==> src/rtl/vs_uart_tx.sv <==
// UART frame transmitter: start, 8 data bits LSB first, parity, stop.
// Can invert the parity bit or clear the stop bit of a frame to exercise peer error checks.
module vs_uart_tx #(
  parameter int unsigned BAUD_DIV   = 434,
  parameter bit          PARITY_ODD = 1'b0
) (
  input  logic       CLK,
  input  logic       SYS_NRST,
  input  logic [7:0] TX_DATA,
  input  logic       TX_VALID,
  input  logic       GEN_PAR_ERR,
  input  logic       GEN_FRT_ERR,
  output logic       TX_RDY,
  output logic       TX_DONE,
  output logic       TXD
);

  localparam int unsigned CNT_W = (BAUD_DIV > 2) ? $clog2(BAUD_DIV) : 1;
  localparam int unsigned IDX_W = 3;

  typedef enum logic [2:0] {
    S_IDLE   = 3'd0,
    S_START  = 3'd1,
    S_DATA   = 3'd2,
    S_PARITY = 3'd3,
    S_STOP   = 3'd4
  } state_t;

  state_t             r_state;
  state_t             w_state_nxt;
  logic [CNT_W-1:0]   r_cnt;
  logic [CNT_W-1:0]   w_cnt_nxt;
  logic [IDX_W-1:0]   r_idx;
  logic [IDX_W-1:0]   w_idx_nxt;
  logic [7:0]         r_data;
  logic               r_par_err;
  logic               r_frt_err;
  logic               r_txd;
  logic               r_rdy;
  logic               r_done;
  logic               w_txd_nxt;
  logic               w_done_nxt;
  logic               w_load;
  logic               w_tick;

  assign w_tick = (r_cnt == CNT_W'(BAUD_DIV - 1));

  // Next-state, counters and registered-output values
  always_comb begin
    w_state_nxt = r_state;
    w_cnt_nxt   = r_cnt;
    w_idx_nxt   = r_idx;
    w_done_nxt  = 1'b0;
    w_load      = 1'b0;
    w_txd_nxt   = 1'b1;

    if (r_state == S_IDLE) begin
      w_cnt_nxt = '0;
      w_idx_nxt = '0;
      if (TX_VALID && r_rdy) begin
        w_state_nxt = S_START;
        w_load      = 1'b1;
      end
    end else if (!w_tick) begin
      w_cnt_nxt = r_cnt + CNT_W'(1);
    end else begin
      w_cnt_nxt = '0;
      unique case (r_state)
        S_START: begin
          w_state_nxt = S_DATA;
          w_idx_nxt   = '0;
        end
        S_DATA: begin
          if (r_idx == IDX_W'(7)) begin
            w_state_nxt = S_PARITY;
            w_idx_nxt   = '0;
          end else begin
            w_idx_nxt = r_idx + IDX_W'(1);
          end
        end
        S_PARITY: w_state_nxt = S_STOP;
        S_STOP: begin
          w_state_nxt = S_IDLE;
          w_done_nxt  = 1'b1;
        end
        default: w_state_nxt = S_IDLE;
      endcase
    end

    unique case (w_state_nxt)
      S_START:  w_txd_nxt = 1'b0;
      S_DATA:   w_txd_nxt = r_data[w_idx_nxt];
      S_PARITY: w_txd_nxt = (^r_data) ^ PARITY_ODD ^ r_par_err;
      S_STOP:   w_txd_nxt = ~r_frt_err;
      default:  w_txd_nxt = 1'b1;
    endcase
  end

  // State and output registers
  always_ff @(posedge CLK or negedge SYS_NRST) begin
    if (!SYS_NRST) begin
      r_state   <= S_IDLE;
      r_cnt     <= '0;
      r_idx     <= '0;
      r_data    <= '0;
      r_par_err <= 1'b0;
      r_frt_err <= 1'b0;
      r_txd     <= 1'b1;
      r_rdy     <= 1'b1;
      r_done    <= 1'b0;
    end else begin
      r_state <= w_state_nxt;
      r_cnt   <= w_cnt_nxt;
      r_idx   <= w_idx_nxt;
      r_txd   <= w_txd_nxt;
      r_rdy   <= (w_state_nxt == S_IDLE);
      r_done  <= w_done_nxt;
      if (w_load) begin
        r_data    <= TX_DATA;
        r_par_err <= GEN_PAR_ERR;
        r_frt_err <= GEN_FRT_ERR;
      end
    end
  end

  assign TXD     = r_txd;
  assign TX_RDY  = r_rdy;
  assign TX_DONE = r_done;

endmodule

==> config.mk <==
export PLATFORM = sky130hd
export DESIGN_NAME = vs_uart_tx
export DESIGN_NICKNAME = d
export VERILOG_FILES = /design/src/rtl/vs_uart_tx.sv
export SDC_FILE = /design/constraint.sdc
export NUM_CORES = 1
export LEC_CHECK = 0
export BUFFER_PORTS_ARGS = -buffer_cell sky130_fd_sc_hd__buf_2
export CORE_ASPECT_RATIO = 0.9
export CORE_UTILIZATION = 57
export DETAILED_ROUTE_END_ITERATION = 6
export MAX_ROUTING_LAYER = met4
export PLACE_DENSITY = 0.83
export SYNTH_ARGS = -nofsm -noshare
export SYNTH_HDL_FRONTEND = slang
export SYNTH_SLANG_ARGS = --single-unit
==> constraint.sdc <==
create_clock -name CLK -period 2.84 [get_ports CLK]
set_input_delay 0.142 -clock CLK [delete_from_list [all_inputs] [get_ports CLK]]
set_output_delay 0.142 -clock CLK [all_outputs]
set_load 0.02 [all_outputs]
==> metrics.txt <==
Critical Path Source Type=register; layout cell share with drive strength beyond 1=about a quarter; most frequent cell after synthesis=dfrtp_1; Finish-stage setup viols=0; Post-Place Cell Area=about 1600 sq um; Rows=17; WS Path Type=register to register; vias=roughly 1100; # nets final=~170; Slew headroom=about three fifths; Pins Over Slew Limit=0; setup_tns=0 ns; uppermost layer routed=met4; All-Layer GR Usage=a little under a quarter; Worst Path Required=approximately 3.1 ns; min Tclk post-route=around 2.4 ns; Yosys Warn Count=0; fin cells=between 150 and 200; clk sinks=28; Synth cell types=39; Core ar.=approximately 2400 sq um; initial core utilization=between 60% and 70%; endpoints failing hold=0; metal3 WL=133 um; fillcell total=about 190; worst r2r path cells=7; PortBufs=15; Slew @ Worst Pin=around 0.62 ns; crit-path max FO=6; clock slew at reported path FFs=around 0.15 ns; CTS tree=built; full die area=2800 sq um; CP max stage delay=approximately 0.6 ns; # Post-CTS Setup Buffers=0; CP max-delay cell=or4b_4; Worst Setup End Kind=register; setup slack, reg-to-reg=roughly 0.39 ns; Top cell by count, worst path=mux2i_1; setup repair after global routing missed its margin=no; Place WS=0.425 ns; Die X-Extent=between 50 and 60 um; setup slack after layout=between 0.3 and 0.4 ns; Hold/Removal Path Class=input port to register; clk_lat worst skew=roughly 0.32 ns; top cells by instance count after synthesis=26 x dfrtp_1, 17 x nor2_1, 12 x nand2_1; htree depth=1; Post-synth top flop=dfrtp_1; cell taking the most area after synthesis=dfrtp_1; DRC Markers=0; met2 routed WL=roughly 1400 um; # IOs=16; Max Cap Viol=0; CP Cell Sequence=or4b_4 -> nor3_4 -> and4_1 -> a21o_1 -> mux2i_1 -> mux2i_1 -> o211a_1; Met1 Wirelength=approximately 1300 um; register area share after synthesis=47.5%; pwr/cell area=between 800 and 900 nW/um^2; Post-Syn Area=around 1500 sq um; Overflow after GRT=0; die height=about 50 um; largest net degree at the start of global routing=29; 1st-pass router iterations=4; top post-synthesis cells by area=dfrtp_1 44%, mux2_2 7.6%, xnor2_1 6.5%; drt via density=between 6 and 7; first-pass GRT wire length=4850 um; EDFF count, synth=0; status=completed; hold path depth=2; Layout Cell Area excl Fill=approximately 1600 sq um; CP Data Arrival Time=2.72 ns; Starting DRT DRC Count=40; Layout area overhead=9.73%; post-synthesis register bit count=28; cell count after synthesis=around 140; Antenna Nets Post-Route=0; fin crit share=around 86%; Avg WL per Cell=roughly 16 um; syn_nets=~150; Worst VDD drop=~0.63 mV; Longest Clk Path Bufs=2; gpl congestion=0.801; total wire length=between 2000 and 3000 um; leak pwr=~0.72 nW; hpwl dp=about 2200 um; n_diodes=0; Synth async-reset ratio=between 90% and 100%; antenna violations before repair=0; Num CTS Buffers=3; DP Cell Count=176; fmax=roughly 400 MHz; Clock Skew=roughly 0.0028 ns; Avg Inst Size Synth=roughly 11 sq um; Synth top area share=a little over two fifths; clock root buffer=clkbuf_4; vias in the first global route=1085
-- cell type report --
class	count	area, sq um	area share (%)
flip-flops and latches	28	703	43.3
well taps	28	35.0	2.16
repair buffers	17	92.6	5.71
multi-input cells	100	741	45.6
clock buffers	4	36.3	2.24
inverters	4	15.0	0.925
-- worst paths after layout --
| check | start | to |
|---|---|---|
| hold reg to reg | r_cnt[0] | r_cnt[0] |
| setup reg to reg | r_cnt[3] | TXD |
| min in group asynchronous | SYS_NRST | r_cnt[7] |
| setup / recovery | r_cnt[3] | TXD |
| max in group asynchronous | SYS_NRST | TX_DONE |
| hold / removal | TX_DATA[6] | r_data[6] |
-- power by group --
| part | leakage [nW] | internal (W) | total (W) | switching (W) |
|---|---|---|---|---|
| Clock | 0.0210 | 0.0000784 | 0.000192 | 0.000113 |
| Sequential | 0.354 | 0.000517 | 0.000647 | 0.000130 |
| Combinational | 0.349 | 0.000267 | 0.000489 | 0.000223 |
| Total | 0.724 | 0.000862 | 0.00133 | 0.000466 |
-- cells in the final DEF (no fill, tap or decap), drive strengths merged, types with 2 or more instances in the layout --
master | synthesis | layout
a31oi | 2 | 2
and3 | 2 | 2
xor2 | 3 | 3
buf | 3 | 16
nor3 | 3 | 3
mux2i | 4 | 4
nand3 | 4 | 4
clkbuf | 0 | 4
and4 | 2 | 2
dfrtp | 26 | 26
xnor2 | 11 | 11
inv | 4 | 4
mux2 | 10 | 10
dfstp | 2 | 2
ha | 4 | 4
nand2 | 13 | 13
nor2 | 17 | 17
a32o | 2 | 2
a32oi | 2 | 2
a21oi | 5 | 5
-- worst max-delay path, delay by kind of cell (launching register included) --
family,cells,cell delay (ns)
and+or+nand+nor,3,1.11
DFF,1,0.49
AOI/OAI and AO/OA,2,0.46
muxes,2,0.34
-- state kept, by name, summed over array words and instances, names as in the netlist --
register,cells
r_state,3
TX_RDY,1
r_idx,3
TX_DONE,1
TXD,1
r_data,8
r_frt_err,1
r_par_err,1
r_cnt,9
-- layer usage --
metal / up-vias / GRT usage (%)
li1: 518 / -
met1: 554 / 31.2
met2: 34 / 37.3
met3: 4 / 3.35
met4: 0 / 6.67
met5: - / -
-- logic make-up after synthesis --
kind of cell	Yosys count	share of synthesized area, %
flops	28	47.5
fa+ha+maj	4	3.38
simple gates	48	17.6
mux	14	10.3
buf+inv	7	2.37
xor+xnor	14	8.29
compound gates	20	10.5
-- repair_timing --
item,in CTS,in global routing
hold endpoints to repair,26,0
resized for setup,0,0
hold buffers,1,0
-- metrics by stage --
stage               utilization [%]  hold slack, ns  total power [W]
floorplan                         -          -0.154          0.00102
global placement               64.5           0.176          0.00111
detailed placement             64.5           0.192          0.00114
CTS                            66.3          0.0322          0.00133
global route                   66.3          0.0193          0.00141
finish                         66.3          0.0369          0.00133
Note: power is estimated with default switching activity, not from simulation.
